[src/rtl/fmap_reader.sv]
// fmap_reader: raster-order feature-map RAM reader streaming (i, j, pixel) beats over valid/ready.
module fmap_reader #(
    parameter int W        = 28,
    parameter int H        = 28,
    parameter int ADDR_LEN = 9
) (
    input  logic              clk,
    input  logic              rst,
    input  logic              start,
    output logic              busy,
    output logic              done,
    output logic              mem_re,
    output logic [ADDR_LEN:0] mem_addr,
    input  logic signed [7:0] mem_rdata,
    output logic              out_valid,
    input  logic              out_ready,
    output logic signed [7:0] out_data,
    output logic [4:0]        out_i,
    output logic [4:0]        out_j,
    output logic              out_last
);
    localparam int AW = ADDR_LEN + 1;

    typedef enum logic [1:0] {IDLE, RUN, DRAIN} state_t;

    state_t            state_q, state_d;
    logic [4:0]        ri_q, ri_d, rj_q, rj_d, ti_q, ti_d, tj_q, tj_d;
    logic [AW-1:0]     addr_q, addr_d;
    logic              inflight_q, inflight_d;
    logic [1:0]        count_q, count_d;
    logic              wp_q, wp_d, rp_q, rp_d;
    logic signed [7:0] fd_q [2];
    logic signed [7:0] fd_d [2];
    logic [4:0]        fi_q [2];
    logic [4:0]        fi_d [2];
    logic [4:0]        fj_q [2];
    logic [4:0]        fj_d [2];
    logic              push, pop, can_issue, last_rd;

    assign busy      = state_q != IDLE;
    assign mem_addr  = addr_q;
    assign out_valid = count_q != 2'd0;
    assign out_data  = fd_q[rp_q];
    assign out_i     = fi_q[rp_q];
    assign out_j     = fj_q[rp_q];
    assign out_last  = out_valid && fi_q[rp_q] == 5'(H - 1) && fj_q[rp_q] == 5'(W - 1);

    always_comb begin
        pop        = out_valid && out_ready;
        push       = inflight_q;
        // Occupancy plus the read in flight must never exceed the two FIFO slots.
        can_issue  = ({1'b0, count_q} + {2'b0, inflight_q} < 3'd2) || pop;
        last_rd    = ri_q == 5'(H - 1) && rj_q == 5'(W - 1);
        mem_re     = state_q == RUN && can_issue;
        done       = state_q == DRAIN && count_q == 2'd0 && !inflight_q;
        state_d    = state_q;
        ri_d       = ri_q;
        rj_d       = rj_q;
        addr_d     = addr_q;
        if (state_q == IDLE && start) begin
            state_d = RUN;
            ri_d    = '0;
            rj_d    = '0;
            addr_d  = '0;
        end
        if (mem_re) begin
            if (last_rd) begin
                state_d = DRAIN;
            end else begin
                rj_d   = rj_q == 5'(W - 1) ? 5'd0 : rj_q + 5'd1;
                ri_d   = rj_q == 5'(W - 1) ? ri_q + 5'd1 : ri_q;
                addr_d = addr_q + AW'(1);
            end
        end
        if (done) state_d = IDLE;
        ti_d       = mem_re ? ri_q : ti_q;
        tj_d       = mem_re ? rj_q : tj_q;
        inflight_d = mem_re;
        fd_d       = fd_q;
        fi_d       = fi_q;
        fj_d       = fj_q;
        if (push) begin
            fd_d[wp_q] = mem_rdata;
            fi_d[wp_q] = ti_q;
            fj_d[wp_q] = tj_q;
        end
        wp_d       = wp_q ^ push;
        rp_d       = rp_q ^ pop;
        count_d    = count_q + 2'(push) - 2'(pop);
    end

    always_ff @(posedge clk) begin
        if (rst) begin
            state_q    <= IDLE;
            ri_q       <= '0;
            rj_q       <= '0;
            ti_q       <= '0;
            tj_q       <= '0;
            addr_q     <= '0;
            inflight_q <= 1'b0;
            count_q    <= '0;
            wp_q       <= 1'b0;
            rp_q       <= 1'b0;
            fd_q       <= '{default: '0};
            fi_q       <= '{default: '0};
            fj_q       <= '{default: '0};
        end else begin
            state_q    <= state_d;
            ri_q       <= ri_d;
            rj_q       <= rj_d;
            ti_q       <= ti_d;
            tj_q       <= tj_d;
            addr_q     <= addr_d;
            inflight_q <= inflight_d;
            count_q    <= count_d;
            wp_q       <= wp_d;
            rp_q       <= rp_d;
            fd_q       <= fd_d;
            fi_q       <= fi_d;
            fj_q       <= fj_d;
        end
    end
endmodule

[config.mk]
export PLATFORM = sky130hd
export DESIGN_NAME = fmap_reader
export DESIGN_NICKNAME = d
export VERILOG_FILES = /design/src/rtl/fmap_reader.sv
export SDC_FILE = /design/constraint.sdc
export NUM_CORES = 1
export LEC_CHECK = 0
export BUFFER_PORTS_ARGS = -buffer_cell sky130_fd_sc_hd__buf_4
export CORE_MARGIN = 2
export CORE_UTILIZATION = 57
export DETAILED_ROUTE_END_ITERATION = 10
export PLACE_DENSITY = 0.77
export SYNTH_ARGS = -nofsm -noshare
export SYNTH_HDL_FRONTEND = slang
export SYNTH_SLANG_ARGS = --single-unit
[constraint.sdc]
create_clock -name clk -period 2 [get_ports clk]
set_input_delay 0.1 -clock clk [delete_from_list [all_inputs] [get_ports clk]]
set_output_delay 0.1 -clock clk [all_outputs]
set_load 0.02 [all_outputs]
### Word level (Yosys, flattened, before mapping)

Cells that the tools add are included.
W data, S select, Z words.

| word-level totals | value |
|---|---|
| latch bits | 0 |
| flip-flop bits (word level) | 73 |
| input bits | 12 |
| bits in read-only memories | 0 |
| logic and storage cells | 83 |
| RAM bits | 0 |
| memories kept | 0 |

| operators by class | value |
|---|---|
| multiplexer cells | 30 |
| $lt $le $gt $ge | 4 |
| shift-type cells | 0 |
| reductions and logical operators | 16 |
| $mul | 0 |
| add/sub/neg operators | 6 |
| equal/unequal tests | 7 |
| div/mod/pow operators | 0 |
| bitwise logic cells | 4 |

Operator list:

| cell | number |
|---|---|
| $mux W5 | 15 |
| $mux W8 | 4 |
| $mux W10 | 3 |
| $bwmux W10 | 2 |
| $eq A5 B5 Y1 const B | 4 |
| $bwmux W16 | 1 |
| $add A10 B1 Y10 const B | 1 |
| $add A5 B1 Y5 const B | 2 |
| $logic_and A1 B1 Y1 | 9 |
| $demux W8 S1 | 1 |
| $mux W2 | 3 |
| $demux W5 S1 | 1 |
| $ge A2 B2 Y1 const B | 2 |
| $logic_not A2 Y1 | 2 |
| $not A1 Y2 | 2 |
| $reduce_bool A2 Y1 | 2 |
| $add A2 B1 Y3 | 1 |
| $lt A3 B2 Y1 const B | 1 |
| $ne A3 B1 Y1 const B | 1 |
| $add A2 B1 Y2 | 1 |
| $eq A2 B1 Y1 const B | 1 |
| $eq A2 B2 Y1 const B | 1 |
| $lt A2 B1 Y1 const B | 1 |
| $reduce_or A2 Y1 | 1 |
| other kinds (4) | 5 |

### Logic depth before layout (Yosys ltp)

Gate-level depths: netlist (run 1).

| logic depth | value |
|---|---|
| depth after elaboration | 7 |
| depth in mapped cells | 8 |
| gate-level depth less buffers | 8 |

### Worst setup path after synthesis (run 1)

No wires, ideal clock.

| timing | value |
|---|---|
| kind | register to output |
| start point | register rp_q |
| end point | output port out_last |
| data arrival time | 1.809 ns |
| slack | 0.091 ns |
| stages on the path, launching flop included | 5 |
| buffers on the path | 1 |
| required time | 1.900 ns |
| path through | dfxtp_1 > buf_2 > mux2_2 > or2_0 > nor4_1 |

RTL lines:

| what | RTL line | text |
|---|---|---|
| start, declared | 31 | `logic wp_q, wp_d, rp_q, rp_d;` |
| start signal, assigned | 117 | `rp_q <= rp_d;` |
| $not A1 Y2 | n/a |  |
| $mux W5 (3 in a row) | n/a |  |
| net out_j[2] | 19 | `output logic [4:0] out_j,` |
| $eq A5 B5 Y1 | 46 | `assign out_last = out_valid && fi_q[rp_q] == 5'(H - 1) && fj_q[rp_q] == 5'(W - 1);` |
| $logic_and A1 B1 Y1 | 46 |  |
| end, declared | 20 | `output logic out_last` |

The timed path passes the listed nets, and every way through them passes these cells. The select of a mux whose other input is x is not followed.

### Worst setup path after layout (run 1)

| timing | value |
|---|---|
| start point | register rp_q |
| end point | output port out_last |

| on the way | value |
|---|---|
| cells in the longest elaborated chain, start to end | 7 |

Ends and longest elaborated chain:

| what | RTL line |
|---|---|
| $not A1 Y2 (not written as such) * | 46 |
| $mux W5 (not written as such) (3 in a row) | 46 |
| $eq A5 B5 Y1 | 46 |
| $logic_and A1 B1 Y1 | 46 |
| $logic_and A1 B1 Y1 * | 46 |

Every way passes the cells marked *; elsewhere a longest branch is shown, timed or not. The select of a mux whose other input is x is not followed.

==> results.md, run 1 <==
- Outcome: completed
- Cell Rows: 27
- Clk sinks: 73
- Most frequent cells in the layout: 72 x dfxtp_1, 56 x buf_4, 45 x nor2_1
- Post-synth EDFFs: 0
- Routability Congestion: approximately 0.9
- Relative slew slack: 0.6889
- Worst setup SP type: register
- Final worst slack: 0.07548 ns
- Area grow syn2layout: 18.95%
- Via-to-Cell Ratio: around 5.7
- XOR/XNOR share of the synthesized area: 0.01055
- Post-route minimum period: 1.925 ns
- Initial detailed-routing violation count: about 160
- Mux cell area share after synthesis: 0.1858
- Final Power: 3405 uW
- Die ar.: approximately 6500 sq um
- Initial antenna violation count: 0
- Critical Path Max Stage Delay: ~0.37 ns
- Asr flop ratio synth: 0
- Buffers on Ports: between 40 and 50
- Worst slew pin tran: between 0.4 and 0.5 ns
- Grt total ovfl: 0
- CTS buffer count: 9
- Worst-Skew Late Latency: between 0.3 and 0.4 ns
- Commonest non-fill, non-tap cell in the layout: dfxtp_1
- FF+latch count, synth: between 70 and 80
- Simple-Gate Fraction of Synth Area: 0.1993
- Largest family of logic cells by synthesized area: simple AND/OR/NAND/NOR gates
- Chip height: 80.33 microns
- Crit share post-route: 0.9623
- Max-Cap Viols: 0
- M1 wire length: 3200 microns
- Starting Density: 0.5957
- Post-DP HPWL: 4782 microns
- Met2 WL: about 3400 microns
- Io pins: 45
- Mean Syn Cell Area: slightly below 10 sq um
- Synth Area in Compound Gates: 0.09797
- Largest net degree at the start of global routing: 46
- Power density cells: between 800 and 900 nW/um^2
- Core Footprint: around 5600 sq um
- Multi-input gate area: ~1700 sq um
- Finished Layout Cells: 470
- Slowest CP cell: dfxtp_2
- Syn Std Cell Area: between 3000 and 4000 sq um
- Detailed-router iteration count before antenna repair: 4
- N_diodes: 0
- Setup bufs post-CTS: 0
- GRT Total Usage: 0.2322
- Crit path buffers/inverters: 1
- Setup TNS: 0 ns
- Crit Path Class: reg -> out
- Fmax: just over 0.5 GHz
- CTS root buf: clkbuf_8
- CP Cell Sequence: mux2_2, or2_0, nor4_1, buf_4
- Seq/Total Area, Yosys: 0.4401
- Nets@finish: 413
- Post-place setup slack: around 0.19 ns
- First-pass GRT wire length: 11680 microns
- Cell Count Post-Placement: roughly 450
- Total number of vias: roughly 2700
- Max layer used: met4
- Max-slew violations: 0
- HP Class: in -> reg
- Drt total wl: 7034 microns
- Final hold vios: 0
- Clock buffer depth: 2
- H-tree Lvls: 3
- TritonCTS clock tree: built
- Reg area: 1463 sq um
- Distinct cells, synth: 54
- Synthesis Warnings: 0
- Syn Inst Count: ~340
- Synthesized Nets: roughly 360
- CTS clock-pin slew for the worst setup and hold paths: approximately 0.07 ns
- Critical path arrival: ~1.8 ns
- CP Capture Type: output pin
- Critical Path RT: ~1.9 ns
- Die width: about 80 microns
- Adder-cell share of the synthesized area: 0.02638
- Wire per inst: 14.97 microns
- RSZ-0062 raised after global routing: no
- Top FF cell, synth: dfxtp_1
- Max FO, Critical Path: 4
- Met3 wire len: ~370 microns
- Worst vdd ir: between 400 and 500 uV
- Vias in the first global route: around 2500
- Hold_ws: ~0.01 ns
- ANT nets after route: 0
- Setup violations, final: 0
- Lkg Pwr: approximately 0.0016 uW
- Fill count: approximately 450
- Critical path's top delay family: simple AND/OR/NAND/NOR gates
- Layout cells sized above 1: 0.2588
- # DRC: 0
- Clk_skew: roughly 0.0072 ns
-- Yosys cell counts (all sizes together), types with 4 or more instances --
cell / n / area [sq um]
dfxtp: 73 / 1461
nor2: 46 / 180.2
mux2i: 38 / 380.4
nand2: 30 / 112.6
mux2: 21 / 236.5
a21oi: 19 / 98.85
nand3: 14 / 70.07
buf: 11 / 66.31
inv: 8 / 30.03
clkbuf: 7 / 36.28
ha: 7 / 87.58
a21boi: 5 / 41.29
a221o: 5 / 50.05
nor2b: 5 / 38.78
o211ai: 5 / 42.54
and3: 4 / 25.02
nor4: 4 / 31.28
o21ai: 4 / 20.01
or2: 4 / 25.03
-- where the power goes --
part / switching, uW / internal [uW]
Combinational: 340 / 276
Sequential: 48.8 / 1510
Clock: 504 / 729
Total: 892 / 2510
-- worst min-delay path, delay by kind of cell --
kind	cells	cell delay [ns]
buffers and inverters	1	0.08
muxes	1	0.06
and+or+nand+nor	1	0.07
-- cell type report --
class	instances	share of cell area
inverter	8	0.007602
multi-input combinational	245	0.4371
sequential	73	0.3703
clock inverter	3	0.01647
timing repair buffer	57	0.1090
clock buffer	12	0.03674
tap	72	0.02281
-- sequential cells by signal, indices dropped and copies added (netlist names), 2 cells and up --
name	cells
ri_q	5
fd_q	16
rj_q	5
mem_addr	10
fj_q	10
state_q	2
tj_q	5
count_q	2
fi_q	10
ti_q	5
-- routing by layer --
metal	vias up	track usage
li1	1321	-
met1	1264	0.3049
met2	74	0.3683
met3	10	0.04607
met4	0	0.1051
met5	-	0
-- kinds of logic after synthesis --
kind of cell               after synthesis
adders and majority gates                7
DFF                                     73
muxes                                   59
buffers and inverters                   26
xor gates and xnor gates                 4
AOI/OAI and AO/OA                       47
and+or+nand+nor                        128
-- path summary, 6_finish.rpt --
check                                     startpoint                     end  slack, ns  cells after the start
worst max-delay path                 rp_q$_SDFF_PP0_                out_last       0.08                      4
worst min-delay path                    mem_rdata[7]   fd_q[15]$_SDFFE_PP0P_       0.01                      3
worst max register to register  ri_q[0]$_SDFFE_PP0P_  mem_addr[4]$_SDFF_PP0_       0.16                      5
worst min register to register  tj_q[0]$_SDFFE_PP0N_    tj_q[0]$_SDFFE_PP0N_       0.47                      2
-- through the flow --
step                area (sq um)    util
global route                3950  0.7086
floorplan                   3321       -
detailed placement          3729  0.6689
finish                      3950  0.7086
CTS                         3949  0.7084
global placement            3729  0.6689
-- what timing repair did --
action | CTS | global route
endpoints found under the setup margin | 0 | 1
hold endpoints to repair | 1 | 0
resized for setup | 0 | 1
hold buffers | 1 | 0
No activity file was read; power rests on OpenSTA's default activity.
==> inputs of run 2 (changes only) <==
- CORE_UTILIZATION: 57 -> 55
- CTS_BUF_LIST: not set -> sky130_fd_sc_hd__clkbuf_2
- PLACE_DENSITY: 0.77 -> 0.75
==> run 2 against run 1 <==
  * The run now ends with setup timing left
  * Non-clock buffer count up 13
  * Hold slack improved by 0.028 ns
  * Cell area rose by 0.25%
  * Cell count up 3.6%
  * Highest routed layer unchanged
  * Clock-buffer cell count down 2
  * Via count grew 1.5%
==> results.md, run 2 (synthesis gave the netlist of run 1 again) <==
- Outcome: finished with violations
- Violated checks: setup timing
- Max layer used: met4
- GRT Total Usage: 0.2149 (-0.01735)
- Max-slew violations: 0 (unchanged)
- Initial antenna violation count: 0 (unchanged)
- CTS buffer count: 9 (unchanged)
- Crit path buffers/inverters: 2 (+1)
- Most frequent cells in the layout: 71 x dfxtp_1, 60 x buf_4, 45 x nor2_1
- Largest net degree at the start of global routing: 59 (+28%)
- Final worst slack: -0.002162 ns (-0.07764 ns)
- Layout cells sized above 1: 0.2694 (+0.01062)
- Fmax: 0.4995 GHz (-3.9%)
- Vias in the first global route: 2389 (-3.7%)
- Grt total ovfl: 0 (unchanged)
- CTS clock-pin slew for the worst setup and hold paths: 0.19 ns (+0.12 ns)
- Final hold vios: 0 (unchanged)
- Starting Density: 0.5642 (-0.03153)
- Setup violations, final: 1 (+1)
- Critical path arrival: 1.90 ns (+0.08 ns)
- Reg with most FFs: fd_q
- Max-Cap Viols: 0 (unchanged)
- Die width: 81.70 microns (+1.7%)
- M1 wire length: 3316 microns (+3.6%)
- Via-to-Cell Ratio: 5.563 (-2.0%)
- Initial detailed-routing violation count: 122 (-22%)
- Area grow syn2layout: 19.25%
- Cell area after placement: 3710 sq um (-0.50%)
- Setup TNS: -0.002162 ns (-0.002162 ns)
- CP Cell Sequence: buf_6, mux2_2, nand3_1, nor4_2, buf_4
- Chip height: 81.70 microns (+1.7%)
- Worst slew pin tran: 0.5912 ns (+0.1246 ns)
- Post-route minimum period: 2.002 ns (+0.07764 ns)
- Cell Count Post-Placement: 454 (unchanged)
- Relative slew slack: 0.6059 (-0.08305)
- Max FO, Critical Path: 15 (+11)
- Met2 WL: 3286 microns (-2.2%)
- Met3 wire len: 266 microns (-28%)
- Detailed-router iteration count before antenna repair: 5 (+1)
- Crit share post-route: 1.001 (+0.03882)
- Slowest CP cell: dfxtp_4
- Nets@finish: 426 (+3.1%)
- Post-DP HPWL: 4592 microns (-4.0%)
- Clock buffer depth: 2 (unchanged)
- Critical path's top delay family: flip-flops
- # DRC: 0 (unchanged)
- Lkg Pwr: 0.001623 uW (+1.1%)
- Fill count: 501 (+12%)
- Total number of vias: 2709 (+1.5%)
- Reg area: 1466 sq um (+0.26%)
- CTS root buf: clkbuf_2
- Clk sinks: 73 (unchanged)
- TritonCTS clock tree: built
- Worst vdd ir: 359.4 uV (-26%)
- Critical Path Max Stage Delay: 0.40 ns (+0.03 ns)
- Crit Path Class: reg -> out
- Commonest non-fill, non-tap cell in the layout: dfxtp_1
- HP Class: in -> reg
- CP Capture Type: output pin
- H-tree Lvls: 3 (unchanged)
- Worst-Skew Late Latency: 0.53 ns (+0.19 ns)
- Io pins: 45 (unchanged)
- Cell Rows: 28 (+3.7%)
- Wire per inst: 14.37 microns (-4.0%)
- Core Footprint: 5886 sq um (+5.6%)
- Final Cell Area: 3960 sq um (+0.25%)
- Clk_skew: 0.03410 ns (+0.02685 ns)
- ANT nets after route: 0 (unchanged)
- Power density cells: 725.4 nW/um^2 (-16%)
- Multi-input gate area: 1733 sq um (+0.36%)
- First-pass GRT wire length: 10970 microns (-6.1%)
- RSZ-0062 raised after global routing: yes
- Finished Layout Cells: 487 (+3.6%)
- Largest register FFs: 16 (unchanged)
- Routability Congestion: 0.9019 (+2.6%)
- Die ar.: 6675 sq um (+3.5%)
- N_diodes: 0 (unchanged)
- Buffers on Ports: 44 (unchanged)
- Drt total wl: 6996 microns (-0.54%)
- Worst setup SP type: register
- Critical Path RT: 1.90 ns (about the same)
## run 2: changes by cell type in the layout (fill, tap and decap cells not counted), moves of 2 or more
cell / previous run / this run
clkinv_4: 0 / 2
clkinv_1: 0 / 2
clkbuf_2: 0 / 10
buf_4: 56 / 60
clkbuf_8: 10 / 0
dlygate4sd3_1: 1 / 9
clkbuf_1: 2 / 0
bufinv_16: 2 / 0
## run 2: per-stage QoR
step           worst slack, ns  hold slack, ns  utilization  total power (uW)
4_1_cts                0.01040         0.01156       0.6626              2890
3_3_place_gp            0.2324          0.3469       0.6303              2182
6_report             -0.002162         0.03755       0.6728              2873
3_5_place_dp            0.1578          0.3553       0.6303              2185
2_1_floorplan          0.09120          0.2469            -              1985
5_1_grt               -0.09715         0.05441       0.6728              3009
## run 2: power breakdown
part           internal, uW  switching (uW)  leakage (uW)
sequential             1510            48.6      0.000591
clock                   161             516     0.0000607
combinational           288             344      0.000971
total                  1960             909       0.00162
## run 2: per-layer routing
metal  GRT usage  up-vias
met5           0        -
met4      0.1133        0
met3     0.04066       13
met2      0.3426       64
met1      0.2766     1281
li1            -     1351
## run 2: worst paths after layout
| check | cells after the start | end | slack (ns) | from |
|---|---|---|---|---|
| worst max-delay path | 5 | out_last | -0.002 | rp_q$_SDFF_PP0_ |
| worst min-delay path | 5 | mem_addr[7]$_SDFF_PP0_ | 0.04 | rst |
| worst max register to register | 6 | mem_addr[9]$_SDFF_PP0_ | 0.15 | rj_q[0]$_SDFF_PP0_ |
| worst min register to register | 2 | ti_q[1]$_SDFFE_PP0N_ | 0.49 | ti_q[1]$_SDFFE_PP0N_ |
## run 2: what timing repair did
item / 4_1_cts / 5_1_grt
pin swaps: 1 / 1
endpoints found under the setup margin: 1 / 4
hold buffers: 9 / 0
buffers inserted: 1 / 7
resized for setup: 3 / 2
hold endpoints to repair: 17 / 0
## run 2: worst min-delay path, cell delays in order
cell	delay, ns
buf_4	0.09
nor2_1	0.06
buf_4	0.16
nand2_1	0.06
mux2i_1	0.06
## run 2: final cells by class
class	instances	share of cell area
timing repair buffer	70	0.1393
tap	75	0.02370
inverter	8	0.007583
clock inverter	6	0.008847
clock buffer	10	0.01264
multi-input combinational	245	0.4376
sequential	73	0.3703
==> inputs of run 3 (changes only) <==
- MAX_ROUTING_LAYER: not set -> met4
==> run 3 against run 2 <==
  * The run still ends with setup timing left
  * Core utilization unchanged
  * Clock-buffer cell count did not move
  * Cell count unchanged
  * First-iteration DRC count is 2.5% higher
  * Wire length barely moved
  * Setup slack lost 0.0026 ns
  * Sequential cell count stayed put
  * Hold slack got worse by 0.0064 ns
  * Largest cell class unchanged
==> results.md, run 3 (synthesis gave the netlist of run 1 again) <==
- Initial antenna violation count: 0 (unchanged)
- RSZ-0062 raised after global routing: yes
- H-tree Lvls: 3 (unchanged)
- Reg with most FFs: fd_q
- CTS clock-pin slew for the worst setup and hold paths: 0.19 ns (about the same)
- Buffers on Ports: 44 (unchanged)
- Total number of vias: 2718 (+0.33%)
- GRT Total Usage: 0.2211 (+0.006169)
- Routability Congestion: 0.9173 (+1.7%)
- Relative slew slack: 0.6013 (-0.004591)
- CTS root buf: clkbuf_2
- Max-Cap Viols: 0 (unchanged)
- Critical path's top delay family: flip-flops
- Die width: 81.70 microns (unchanged)
- Max FO, Critical Path: 15 (unchanged)
- Slowest CP cell: dfxtp_4
- Initial detailed-routing violation count: 125 (+2.5%)
- Worst slew pin tran: 0.5980 ns (+0.006886 ns)
- Clk sinks: 73 (unchanged)
- Critical path arrival: 1.90 ns (about the same)
- CP Capture Type: output pin
- Critical Path Max Stage Delay: 0.40 ns (about the same)
- First-pass GRT wire length: 10960 microns (-0.13%)
- Crit Path Class: reg -> out
- P_int: 1963 uW (about the same)
- Cell Rows: 28 (unchanged)
- Post-place setup slack: 0.1578 ns (unchanged)
- Crit path buffers/inverters: 2 (unchanged)
- Critical Path RT: 1.90 ns (about the same)
- Max-slew violations: 0 (unchanged)
- Largest register FFs: 16 (unchanged)
- Final cell utilization of the core: 0.6728 (unchanged)
- Layout cells sized above 1: 0.2694 (unchanged)
- Final Power: 2873 uW (about the same)
- Largest net degree at the start of global routing: 59 (unchanged)
- Detailed-router iteration count before antenna repair: 4 (-1)
- Core Footprint: 5886 sq um (unchanged)
- Setup TNS: -0.004765 ns (-0.002603 ns)
- Vias in the first global route: 2395 (+0.25%)
- Wire per inst: 14.35 microns (about the same)
- Sequential share of power: 0.544 (about the same)
- Nets@finish: 426 (unchanged)
- Commonest non-fill, non-tap cell in the layout: dfxtp_1
- Power density cells: 725.4 nW/um^2 (about the same)
- Io pins: 45 (unchanged)
- Final hold vios: 0 (unchanged)
- Switching Power: 909.3 uW (about the same)
- Chip height: 81.70 microns (unchanged)
- Starting Density: 0.5642 (unchanged)
- Area grow syn2layout: 19.25% (unchanged)
- # DRC: 0 (unchanged)
- Most frequent cells in the layout: 71 x dfxtp_1, 60 x buf_4, 45 x nor2_1
- Worst vdd ir: 359.6 uV (about the same)
- Cell depth of the worst flop-to-flop path: 6 (unchanged)
- Violated checks: setup timing
- Sw Ratio: 0.3165 (about the same)
- Worst-Skew Late Latency: 0.54 ns (about the same)
- Setup violations, final: 1 (unchanged)
- Worst setup SP type: register
- HP Class: in -> reg
- ANT nets after route: 0 (unchanged)
- Clock network fraction of total power: 0.236 (about the same)
- Hold depth: 5 (unchanged)
- Fill count: 501 (unchanged)
- Drt total wl: 6990 microns (about the same)
- Final worst slack: -0.004765 ns (-0.002603 ns)
- Outcome: finished with violations
- Fmax: 0.4988 GHz (-0.13%)
- N_diodes: 0 (unchanged)
- Post-DP HPWL: 4592 microns (unchanged)
- Lkg Pwr: 0.001623 uW (unchanged)
- TritonCTS clock tree: built
- Crit share post-route: 1.002 (+0.001302)
- CP Cell Sequence: buf_6, mux2_2, nand3_1, nor4_2, buf_4
- Grt total ovfl: 0 (unchanged)
- Via-to-Cell Ratio: 5.581 (+0.33%)
- Clock buffer depth: 2 (unchanged)
- Clk_skew: 0.03417 ns (+0.00006900 ns)
- Cell count along the critical path: 5 (unchanged)
- Die ar.: 6675 sq um (unchanged)
- CTS buffer count: 9 (unchanged)
- Post-route minimum period: 2.005 ns (+0.002603 ns)
- Combinational power share: 0.220 (about the same)
==> run 3: cell counts in the layout (fill, tap and decap cells not counted) <==
Identical to the previous run, type by type.
==> run 3: timing repair <==
item,4_1_cts,5_1_grt
buffers inserted,1,7
hold buffers,9,0
hold endpoints to repair,17,0
pin swaps,1,1
setup endpoints to repair,1,4
resized for setup,3,2
==> run 3: final timing paths <==
| path | from | end | slack, ns |
|---|---|---|---|
| max | rp_q$_SDFF_PP0_ | out_last | -0.005 |
| min | rst | mem_addr[7]$_SDFF_PP0_ | 0.03 |
| max reg2reg | rj_q[0]$_SDFF_PP0_ | mem_addr[9]$_SDFF_PP0_ | 0.15 |
| min reg2reg | ti_q[1]$_SDFFE_PP0N_ | ti_q[1]$_SDFFE_PP0N_ | 0.49 |
==> run 3: power groups by stage <==
stage | sequential (uW) | combinational (uW) | clock [uW]
final | 1560 | 632 | 677
after global placement | 1590 | 592 | 0
after CTS | 1560 | 632 | 694
after floorplan | 1570 | 410 | 0
after global routing | 1570 | 685 | 751
after detailed placement | 1590 | 595 | 0
==> run 3: cell type report <==
| type | count | area [sq um] | area share |
|---|---|---|---|
| clock inverter | 6 | 35.03 | 0.008847 |
| inverter | 8 | 30.03 | 0.007583 |
| multi-input combinational | 245 | 1733 | 0.4376 |
| clock buffer | 10 | 50.05 | 0.01264 |
| sequential | 73 | 1466 | 0.3703 |
| timing repair buffer | 70 | 551.8 | 0.1393 |
| tap | 75 | 93.84 | 0.02370 |
==> run 3: layer usage <==
layer,vias to the layer above,global-route usage,wire length (microns)
li1,1351,-,-
met1,1292,0.2766,3332
met2,63,0.3426,3246
met3,12,0.03736,275
met4,0,0.1183,137
met5,-,-,0
==> run 3: per-stage QoR <==
step	cell area [sq um]	cells	hold slack [ns]
6_report	3960	487	0.03117
5_1_grt	3960	487	0.05671
4_1_cts	3900	480	0.01156
3_5_place_dp	3710	454	0.3553
3_3_place_gp	3710	454	0.3469
2_1_floorplan	3321	344	0.2469
==> run 3: worst register-to-register path: cells and delay by family, from the launching register on <==
family	cells	cell delay [ns]
buffers and inverters	1	0.15
muxes	1	0.37
DFF	1	0.38
and+or+nand+nor	3	0.61
adders and majority gates	1	0.27
